## src/rtl/axi_stripe_r_pkg.sv

```systemverilog
// -----------------------------------------------------------------------------
// axi_stripe_r_pkg
// Shared types for the DDR striping read path.
//   - Channel count and AXI widths used by both stripe sides.
//   - stripe_desc_t: fragment descriptor {done, chan, len} exchanged between
//     the producer-side descriptor queue and the read merger.
// -----------------------------------------------------------------------------
package axi_stripe_r_pkg;

    localparam int N_DDR_CHAN      = 4;
    localparam int N_DDR_CHAN_BITS = 2;
    localparam int AXI_DATA_BITS   = 64;
    localparam int AXI_ID_BITS     = 6;
    localparam int FRAG_LEN_BITS   = 8;

    // done : this fragment closes the original burst
    // chan : DDR channel that returns the fragment
    // len  : fragment length in beats minus one
    typedef struct packed {
        logic                       done;
        logic [N_DDR_CHAN_BITS-1:0] chan;
        logic [FRAG_LEN_BITS-1:0]   len;
    } stripe_desc_t;

endpackage

```

## src/rtl/axi_stripe_r.sv

```systemverilog
// -----------------------------------------------------------------------------
// axi_stripe_r
// Merges striped AXI read fragments coming back from N_DDR_CHAN DDR channels
// into one in-order read stream. Each fragment is announced by a descriptor;
// the merger forwards exactly len+1 beats from the named channel, then moves
// on to the next descriptor without an idle cycle if one is waiting.
//
// Ports
//   aclk, aresetn        clock, synchronous active-low reset
//   mux_valid_i/ready_o  descriptor handshake
//   mux_desc_i           descriptor {done, chan, len}
//   s_axi_r*_i / rready_o  per-channel read channels (slave side)
//   m_axi_r*_o / rready_i  merged read channel (master side)
//   err_o                sticky flag: channel rlast disagreed with descriptor
// -----------------------------------------------------------------------------
module axi_stripe_r
    import axi_stripe_r_pkg::*;
(
    input  logic                                      aclk,
    input  logic                                      aresetn,

    input  logic                                      mux_valid_i,
    output logic                                      mux_ready_o,
    input  stripe_desc_t                              mux_desc_i,

    input  logic [N_DDR_CHAN-1:0][AXI_DATA_BITS-1:0]  s_axi_rdata_i,
    input  logic [N_DDR_CHAN-1:0][AXI_ID_BITS-1:0]    s_axi_rid_i,
    input  logic [N_DDR_CHAN-1:0][1:0]                s_axi_rresp_i,
    input  logic [N_DDR_CHAN-1:0]                     s_axi_rlast_i,
    input  logic [N_DDR_CHAN-1:0]                     s_axi_rvalid_i,
    output logic [N_DDR_CHAN-1:0]                     s_axi_rready_o,

    output logic [AXI_DATA_BITS-1:0]                  m_axi_rdata_o,
    output logic [AXI_ID_BITS-1:0]                    m_axi_rid_o,
    output logic [1:0]                                m_axi_rresp_o,
    output logic                                      m_axi_rlast_o,
    output logic                                      m_axi_rvalid_o,
    input  logic                                      m_axi_rready_i,

    output logic                                      err_o
);

    localparam logic [0:0] ST_IDLE = 1'b0;
    localparam logic [0:0] ST_MUX  = 1'b1;

    logic [0:0]                 state_q, state_d;
    logic [N_DDR_CHAN_BITS-1:0] chan_q,  chan_d;
    logic [FRAG_LEN_BITS-1:0]   len_q,   len_d;
    logic                       done_q,  done_d;
    logic [FRAG_LEN_BITS-1:0]   cnt_q,   cnt_d;
    logic                       err_q,   err_d;

    logic in_mux;
    logic last_beat;
    logic rvalid;
    logic beat_hs;
    logic frag_end;
    logic load;

    // Datapath: zero-latency selection of the current channel.
    always_comb begin
        in_mux    = (state_q == ST_MUX);
        // cnt_q never passes len_q, so len=255 ends at cnt=255 before any wrap.
        last_beat = (cnt_q == len_q);
        rvalid    = in_mux & s_axi_rvalid_i[chan_q];
        beat_hs   = rvalid & m_axi_rready_i;
        frag_end  = beat_hs & last_beat;

        m_axi_rdata_o  = s_axi_rdata_i[chan_q];
        m_axi_rid_o    = s_axi_rid_i[chan_q];
        m_axi_rresp_o  = s_axi_rresp_i[chan_q];
        m_axi_rvalid_o = rvalid;
        // Channel rlast only marks fragment ends; burst end comes from done.
        m_axi_rlast_o  = in_mux & done_q & last_beat;

        // Non-selected channels are held off until their descriptor is current.
        s_axi_rready_o = '0;
        if (in_mux) begin
            s_axi_rready_o[chan_q] = m_axi_rready_i;
        end

        // Accepting the next descriptor on the final beat avoids a bubble.
        mux_ready_o = in_mux ? frag_end : 1'b1;
        load        = mux_valid_i & mux_ready_o;
    end

    // Next-state logic.
    always_comb begin
        state_d = state_q;
        chan_d  = chan_q;
        len_d   = len_q;
        done_d  = done_q;
        cnt_d   = cnt_q;
        err_d   = err_q;

        if (load) begin
            state_d = ST_MUX;
            chan_d  = mux_desc_i.chan;
            len_d   = mux_desc_i.len;
            done_d  = mux_desc_i.done;
            cnt_d   = '0;
        end else if (frag_end) begin
            state_d = ST_IDLE;
            cnt_d   = '0;
        end else if (beat_hs) begin
            cnt_d   = cnt_q + 8'd1;
        end

        if (beat_hs && (s_axi_rlast_i[chan_q] != last_beat)) begin
            err_d = 1'b1;
        end
    end

    // Control state: reset discards any fragment in flight.
    always_ff @(posedge aclk) begin
        if (!aresetn) begin
            state_q <= ST_IDLE;
            cnt_q   <= '0;
            err_q   <= 1'b0;
        end else begin
            state_q <= state_d;
            cnt_q   <= cnt_d;
            err_q   <= err_d;
        end
    end

    // Descriptor fields are only meaningful in ST_MUX, so they carry no reset.
    always_ff @(posedge aclk) begin
        chan_q <= chan_d;
        len_q  <= len_d;
        done_q <= done_d;
    end

    assign err_o = err_q;

endmodule
```

## config.mk

```make
export PLATFORM = sky130hd
export DESIGN_NAME = axi_stripe_r
export DESIGN_NICKNAME = d
export VERILOG_FILES = /design/src/rtl/axi_stripe_r_pkg.sv /design/src/rtl/axi_stripe_r.sv
export SDC_FILE = /design/constraint.sdc
export NUM_CORES = 1
export LEC_CHECK = 0
export ABC_AREA = 1
export BUFFER_PORTS_ARGS = -buffer_cell sky130_fd_sc_hd__clkbuf_2
export CAP_MARGIN = 30
export CORE_AREA = 2 2 152 154
export DETAILED_ROUTE_END_ITERATION = 8
export DIE_AREA = 0 0 154 156
export GPL_ROUTABILITY_DRIVEN = 0
export PLACE_DENSITY = 0.5
export SLEW_MARGIN = 20
export SYNTH_ARGS = -nofsm -noshare
export SYNTH_HDL_FRONTEND = slang
export SYNTH_SLANG_ARGS = --single-unit
```

## constraint.sdc

```tcl
create_clock -name aclk -period 3.3 [get_ports aclk]
set_clock_uncertainty 0.1 [all_clocks]
set_input_delay 0.495 -clock aclk [delete_from_list [all_inputs] [get_ports aclk]]
set_output_delay 0.495 -clock aclk [all_outputs]
set_load 0.02 [all_outputs]
```

### Yosys cells after proc, flatten, opt, wreduce, memory -nomap -nowiden

Cells that the tools add are included.
W data, S select, Z words.

* latch bits: 0
* ROM bits: 0
* bits in writable memories: 0
* memories: 0
* register bits after elaboration: 21

* multipliers: 0
* multiplexer cells: 16
* eq/ne operators: 2
* divide/modulo/power cells: 0
* $lt $le $gt $ge: 2
* shift operators: 0
* reductions and logical operators: 4
* bitwise operators: 8
* add/sub/neg operators: 1

Operators by type and width (count)
* $bmux W64 S2: 1
* $mux W64: 1
* $bmux W6 S2: 1
* $add A8 B1 Y8 const B: 1
* $eq A8 B8 Y1: 1
* $and A1 B1 Y1: 6
* $mux W1: 6
* $mux W6: 1
* $and A4 B4 Y4: 1
* $bmux W1 S2: 2
* $bmux W2 S2: 1
* $mux W4: 1
* $lt A2 B3 Y1 const B: 1
* $reduce_or A3 Y1: 1
* $demux W1 S2: 1
* $ge A2 B1 Y1 const B: 1
* $logic_and A1 B1 Y1: 2
* $mux W2: 1
* $reduce_bool A2 Y1: 1
* $ne A1 B1 Y1: 1
* $not A1 Y1: 1

### Depth between registers and ports, before layout

Gate-level depths: netlist of run 1.

* depth after elaboration: 8
* gate-level depth with buffers: 11
* mapped depth without buffers: 9

### Worst setup path after synthesis of run 1

Ideal clock, no wire load.

* path kind: reg2reg
* from: register chan_q[1]
* to: register chan_q[0] (enable)
* arrival: 1617 ps
* setup time: 382 ps
* period minus slack after synthesis: 2099 ps
* stages on the path, launching flop included: 9
* buffers on the path: 1
* slack: 1201 ps
* cell sequence: edfxtp_1 buf_6 nor2_2 nand2_1 nand2_1 nor2_4 nor2_8 nand3_2 a21oi_1

* cells in the longest elaborated chain, start to end: 7

Ends and longest elaborated chain
* start, declared: line axi_stripe_r.sv:47 `logic [N_DDR_CHAN_BITS-1:0] chan_q, chan_d;`
* start signal, assigned: line axi_stripe_r.sv:129 `chan_q <= chan_d;`
* $bmux W1 S2: line axi_stripe_r.sv:65 `rvalid = in_mux & s_axi_rvalid_i[chan_q];`
* $mux W1 (not written as such): line axi_stripe_r.sv:65
* $and A1 B1 Y1: line axi_stripe_r.sv:65
* $and A1 B1 Y1: line axi_stripe_r.sv:66 `beat_hs = rvalid & m_axi_rready_i;`
* $and A1 B1 Y1: line axi_stripe_r.sv:67 `frag_end = beat_hs & last_beat;`
* $mux W1: line axi_stripe_r.sv:83 `mux_ready_o = in_mux ? frag_end : 1'b1;`
* $and A1 B1 Y1: line axi_stripe_r.sv:84 `load = mux_valid_i & mux_ready_o;`
* named net load: line axi_stripe_r.sv:58 `logic load;`

The timed path passes the listed nets, and every way through them passes these cells. The select of a mux whose other input is x is not followed.
A chain may end at the register's enable or synchronous reset.

### Worst setup path after layout of run 1

* from: register chan_q[1]
* to: output m_axi_rresp_o[1]

* cells in the longest elaborated chain, start to end: 2

Ends and longest elaborated chain
* $bmux W2 S2: line axi_stripe_r.sv:71 `m_axi_rresp_o = s_axi_rresp_i[chan_q];`
* $mux W2 (not written as such): line axi_stripe_r.sv:71
* end, declared: line axi_stripe_r.sv:35 `output logic [1:0] m_axi_rresp_o,`

No other way between the ends. The select of a mux whose other input is x is not followed.

==> results of run 1 <==
-- cell usage in the layout (no fill, tap or decap), types with 2 or more instances in the layout --
| cell | count |
|---|---|
| nor2_4 | 3 |
| inv_2 | 9 |
| o21ai_1 | 4 |
| inv_1 | 19 |
| clkbuf_16 | 3 |
| clkbuf_2 | 390 |
| buf_4 | 8 |
| xnor2_1 | 3 |
| dfxtp_1 | 10 |
| nand3_1 | 224 |
| nor2_1 | 17 |
| nor3_1 | 3 |
| buf_12 | 2 |
| edfxtp_1 | 11 |
| a21oi_1 | 3 |
| nand3_2 | 2 |
| nand2_1 | 45 |
| xor2_1 | 6 |
| a22oi_1 | 72 |
-- state kept, by name (all words and copies together) (netlist names) --
name / flops
done_q: 1
len_q: 8
in_mux: 1
chan_q: 2
cnt_q: 8
err_o: 1
-- power breakdown --
group	total [uW]	switching, uW	internal (uW)	leakage, uW
combinational	694	408	286	0.00256
clock	260	97.2	163	0.0000409
sequential	293	6.75	286	0.000186
total	1250	512	735	0.00279
-- per-stage QoR --
stage          setup WS (ns)  power (uW)   util  cells
2_1_floorplan           1.20         649      -    488
3_3_place_gp           0.723         995  0.232   1123
3_5_place_dp           0.777         994  0.232   1123
4_1_cts                0.497        1260  0.236   1127
5_1_grt                0.321        1320  0.236   1128
6_report               0.464        1250  0.236   1128
-- critical path: stages, from the launching register on --
cell      delay [ns]
edfxtp_1        0.43
buf_12          0.38
buf_4           0.52
nand3_1         0.13
nand3_1         0.17
clkbuf_2        0.22
-- cell usage after synthesis, drive strengths merged --
| cell type | count |
|---|---|
| nand3 | 226 |
| a22oi | 72 |
| nand2 | 46 |
| buf | 32 |
| inv | 28 |
| nor2 | 21 |
| clkbuf | 18 |
| edfxtp | 11 |
| dfxtp | 10 |
| o21ai | 6 |
| xor2 | 6 |
| a21oi | 3 |
| nor3 | 3 |
| xnor2 | 3 |
| ha | 1 |
| nand4 | 1 |
| o211ai | 1 |
-- final cells by class --
| class | count | area [um2] | share of cell area |
|---|---|---|---|
| Multi-Input combinational cell | 389 | 2150 | 0.407 |
| Tap cell | 285 | 357 | 0.0676 |
| Antenna cell | 1 | 2.50 | 0.000474 |
| Sequential cell | 21 | 531 | 0.101 |
| Clock buffer | 3 | 75.1 | 0.0142 |
| Clock inverter | 1 | 5.00 | 0.000949 |
| Inverter | 28 | 105 | 0.0199 |
| Timing Repair Buffer | 400 | 2050 | 0.389 |
-- worst paths after layout --
check	start	to	slack (ns)	cells after the start
max	chan_q[1]	m_axi_rresp_o[1]	0.46	5
min	mux_desc_i[6]	len_q[6]	0.31	1
max reg2reg	chan_q[0]	len_q[0]	0.88	8
min reg2reg	err_o	err_o	0.36	2
-- logic make-up (layout without fill, tap and decap cells) --
family | after synthesis | count (layout)
fa+ha+maj | 1 | 1
simple gates | 297 | 297
compound gates | 82 | 82
xor+xnor | 9 | 9
buf+inv | 78 | 432
other cells | 0 | 1
flops | 21 | 21
-- metal layers --
layer,routed length (um),vias to the layer above,track usage
li1,-,2497,-
met1,7640,2288,0.178
met2,8680,240,0.225
met3,1400,27,0.0239
met4,480,0,0.0365
met5,0,-,0
==> metrics.md, run 1 <==
| Metric | Value |
|---|---|
| Status | finished clean |
| Area share of the largest cell type after synthesis | 0.374 |
| Synth warn | 0 |
| I/O pins | 391 |
| Area leader, netlist | nand3_1 |
| Largest family of logic cells by synthesized area | simple AND/OR/NAND/NOR gates |
| Core area | 22400 um2 |
| Gr usage total | 0.134 |
| Post-Synth Simple-Gate Area | 0.481 |
| Total gr overflow | 0 |
| DIE HEIGHT | 156 um |
| Fmax | 0.353 GHz |
| CP arrival | 2.24 ns |
| Net Count, Synth | 800 |
| Htree depth | 1 |
| Cells after Synth | 488 |
| Startpoint types | flop |
| Cell area after synthesis | 3000 um2 |
| WL final | 18.2 mm |
| Maxcap violations | 0 |
| CTS tree | done |
| RSZ-0062 raised after global routing | no |
| Detailed-route DRC error count | 0 |
| Layout Nets | 1155 |
| Clk_lat worst skew | 0.26 ns |
| CTS resizes | 0 |
| Layout fillers | 2557 |
| CTS Root Buffer Type | clkbuf_16 |
| Final Slew Violations | 0 |
| Vias per cell | 4.48 |
| Pwr dens | 236 nW/um2 |
| Final Critical Period | 2.84 ns |
| CP required | 2.70 ns |
| DR iter-0 viols | 531 |
| Leakage | 0.00279 uW |
| Post-synthesis mux area share | 0 |
| Setup repair bufs after CTS | 0 |
| Total CTS buffers | 3 |
| WL per Instance | 16.1 um |
| Hold_ws | 0.309 ns |
| Row count | 55 |
| Largest net degree at the start of global routing | 109 |
| CTS Buffer Depth | 2 |
| Post-route ant nets | 0 |
| Worst-Margin Slew | 0.534 ns |
| CP Class | flop to primary output |
| Post-Synth XOR/XNOR Area | 0.0263 |
| Placed cell area | 5190 um2 |
| Worst Hold Class | input pin to flop |
| Post-DP HPWL | 14.4 mm |
| Final Instance Area | 5280 um2 |
| Seq/Total Area, Yosys | 0.177 |
| Post-route clock period utilization | 0.859 |
| Layout cells sized above 1 | 0.501 |
| Vias in the first global route | 4630 |
| CTS Hold Buffers Added | 0 |
| Port bufs | 390 |
| CTS clk-pin slew, worst paths | 0.06 ns |
| Clock sink count | 21 |
| CP endpoint kind | primary output |
| Synth unique cells | 27 |
| First-pass GRT wire length | 26.0 mm |
| Starting Density | 0.134 |
| Final setup viols | 0 |
| Chip Width | 154 um |
| Total die area | 24000 um2 |
| Synth Area in Compound Gates | 0.201 |
| Via count | 5052 |
| DR pass1 iterations | 5 |
| Adder-cell share of the synthesized area | 0.00417 |
| CP max FO | 108 |
| Worst VDD drop | 0.262 mV |
| Initial antenna violation count | 1 |
| #FFs+latches synth | 21 |
| Setup_tns | 0 ns |
| Max_slew headroom | 0.644 |
| Area Overhead vs Synth | 76.0% |
| Hold Fails Final Rpt | 0 |
| Ranking of synthesized cells by area | nand3_1, a22oi_1, edfxtp_1, dfxtp_1, nand2_1 |
| Mean Syn Cell Area | 6.14 um2 |
(Power assumes the default switching activity.)
==> run 2: changes to the inputs <==
--- a/config.mk
+++ b/config.mk
@@ -8,11 +8,13 @@
 export ABC_AREA = 1
 export BUFFER_PORTS_ARGS = -buffer_cell sky130_fd_sc_hd__clkbuf_2
 export CAP_MARGIN = 30
-export CORE_AREA = 2 2 152 154
+export CELL_PAD_IN_SITES_DETAIL_PLACEMENT = 1
+export CELL_PAD_IN_SITES_GLOBAL_PLACEMENT = 2
+export CORE_MARGIN = 2
+export CORE_UTILIZATION = 14
 export DETAILED_ROUTE_END_ITERATION = 8
-export DIE_AREA = 0 0 154 156
 export GPL_ROUTABILITY_DRIVEN = 0
-export PLACE_DENSITY = 0.5
+export PLACE_DENSITY = 0.95
 export SLEW_MARGIN = 20
 export SYNTH_ARGS = -nofsm -noshare
 export SYNTH_HDL_FRONTEND = slang
==> run 2 against run 1 <==
  * Clock power hardly changed
  * Setup slack better by 0.19 ns
  * Sequential cell count stayed put
  * Wire length is 5.8% higher
  * Final area hardly changed
  * Utilization is 1.5 points higher
  * Hold slack better by 0.0011 ns
  * Sequential share of layout area hardly changed
  * First-iteration DRC count is 61% lower
  * Cell count is 0.80% lower
  * Register-to-register slack better by 0.24 ns
  * Largest cell class unchanged
  * Highest routed layer unchanged
==> metrics.md, run 2 (same netlist as run 1, synthesis figures left out) <==
| Metric | Value |
|---|---|
| Worst setup startpoint | chan_q[1] |
| Worst R2R End | len_q[5] |
| Clock share of power | 0.208 (about the same) |
| Status | finished clean |
| First-pass GRT wire length | 27.2 mm (+4.4%) |
| Detailed-route DRC error count | 0 (unchanged) |
| WL final | 19.3 mm (+5.8%) |
| Post-DP HPWL | 16.0 mm (+11%) |
| DR iter-0 viols | 206 (-61%) |
| Starting Density | 0.143 (+0.00857) |
| Worst VDD drop | 0.202 mV (-23%) |
| Reg2reg setup slack | 1.12 ns (+0.24 ns) |
| Biggest regs | cnt_q (8), len_q (8), chan_q (2) |
| Clk_lat worst skew | 0.26 ns (about the same) |
| CP Class | flop to primary output |
| Via count | 5211 (+3.1%) |
| CP endpoint kind | primary output |
| CTS tree | done |
| Max_slew headroom | 0.671 (+0.0262) |
| Initial antenna violation count | 1 (unchanged) |
| Row count | 53 (-3.6%) |
| Chip Width | 150 um (-2.4%) |
| CP arrival | 2.05 ns (-0.19 ns) |
| Vias in the first global route | 5144 (+11%) |
| Vias per cell | 4.66 (+4.0%) |
| Logic pwr share | 0.556 (about the same) |
| CTS Hold Buffers Added | 0 (unchanged) |
| Layout cells sized above 1 | 0.502 (+0.000592) |
| Setup_tns | 0 ns (unchanged) |
| DIE HEIGHT | 150 um (-3.6%) |
| Layout Nets | 1156 (+0.087%) |
| Port bufs | 390 (unchanged) |
| Area Overhead vs Synth | 75.8% (about the same) |
| Setup repair bufs after CTS | 0 (unchanged) |
| Largest net degree at the start of global routing | 82 (-25%) |
| Gr usage total | 0.152 (+0.0174) |
| CTS Buffer Depth | 2 (unchanged) |
| Htree depth | 1 (unchanged) |
| HP Start | mux_desc_i[10] |
| Most frequent cells in the layout | clkbuf_2, nand3_1, a22oi_1, nand2_1, inv_1 |
| CP max FO | 40 (-63%) |
| Final setup viols | 0 (unchanged) |
| NetSw | 520 uW (+1.6%) |
| Total CTS buffers | 3 (unchanged) |
| DR pass1 iterations | 4 (-1) |
| Clock sink count | 21 (unchanged) |
| Startpoint types | flop |
| Total gr overflow | 0 (unchanged) |
| Post-route ant nets | 0 (unchanged) |
| CTS Root Buffer Type | clkbuf_16 |
| CTS clk-pin slew, worst paths | 0.06 ns (about the same) |
| Maxcap violations | 0 (unchanged) |
| Pwr dens | 238 nW/um2 (+0.84%) |
| Most common cell after layout, fill and taps aside | clkbuf_2 |
| CTS resizes | 0 (unchanged) |
| Layout fillers | 2778 (+8.6%) |
| Internal power | 736 uW (+0.15%) |
| CP required | 2.70 ns (about the same) |
| Worst Hold Class | input pin to flop |
| Worst-Margin Slew | 0.494 ns (-0.0393 ns) |
| Fmax | 0.378 GHz (+7.3%) |
| Final Critical Period | 2.64 ns (-0.192 ns) |
| WL per Instance | 17.2 um (+6.6%) |
| Final Slew Violations | 0 (unchanged) |
| RSZ-0062 raised after global routing | no |
| R2r startpoint | chan_q[1] |
| Worst setup endpoint | m_axi_rdata_o[30] |
| Reg power frac | 0.236 (about the same) |
| Hold Fails Final Rpt | 0 (unchanged) |
| I/O pins | 391 (unchanged) |
| Leakage | 0.00279 uW (+0.22%) |
| Switching part of the total | 0.414 (+0.00347) |
| Post-route clock period utilization | 0.801 (-0.0582) |
| Register-to-Register Path Depth | 8 (unchanged) |
| Final Instance Area | 5270 um2 (about the same) |
| Total die area | 22600 um2 (-5.9%) |
| Core area | 21000 um2 (-6.0%) |
| Placed cell area | 5190 um2 (about the same) |
run 2: changes by cell type in the layout (fill, tap and decap cells not counted):
| cell | before | now |
|---|---|---|
| buf_4 | 8 | 9 |
run 2: worst min path at each step:
stage	end	cells after the start
after floorplan	err_o	2
after global placement	err_o	2
after detailed placement	err_o	2
after CTS	len_q[3]	1
after global routing	len_q[4]	1
final	done_q	1
run 2: area by class of cell:
type / instances / area, um2 / area share
antenna: 1 / 2.50 / 0.000475
clock buffer: 3 / 75.1 / 0.0142
clock inverter: 1 / 5.00 / 0.000950
inverter: 28 / 105 / 0.0199
multi-input combinational: 389 / 2150 / 0.408
sequential: 21 / 531 / 0.101
tap: 275 / 344 / 0.0653
timing repair buffer: 401 / 2060 / 0.391
run 2: stage by stage:
stage	total power [uW]	hold slack (ns)	setup WS (ns)	util	instances
finish	1260	0.310	0.656	0.251	1119
global route	1330	0.315	0.540	0.251	1119
CTS	1270	0.307	0.665	0.251	1118
detailed placement	1010	0.343	0.949	0.247	1114
global placement	997	0.341	1.02	0.247	1114
floorplan	649	0.423	1.20	-	488
run 2: worst max-delay path, cell delays in order, from the launching register on:
cell and delay (ns):
edfxtp_1 0.59, nor2_4 0.21, buf_4 0.43, a22oi_1 0.23, nand3_1 0.11, clkbuf_2 0.17
run 2: power groups by stage:
stage | clock network, uW | registers, uW | logic [uW]
floorplan | 0 | 297 | 352
global placement | 0 | 301 | 697
detailed placement | 0 | 302 | 704
CTS | 270 | 296 | 707
global route | 277 | 297 | 760
finish | 262 | 296 | 698
run 2: layer usage:
layer,track usage,vias up,part of all wire
li1,-,2497,-
met1,0.192,2439,0.40
met2,0.272,259,0.50
met3,0.0236,16,0.083
met4,0.0321,0,0.014
met5,0,-,0
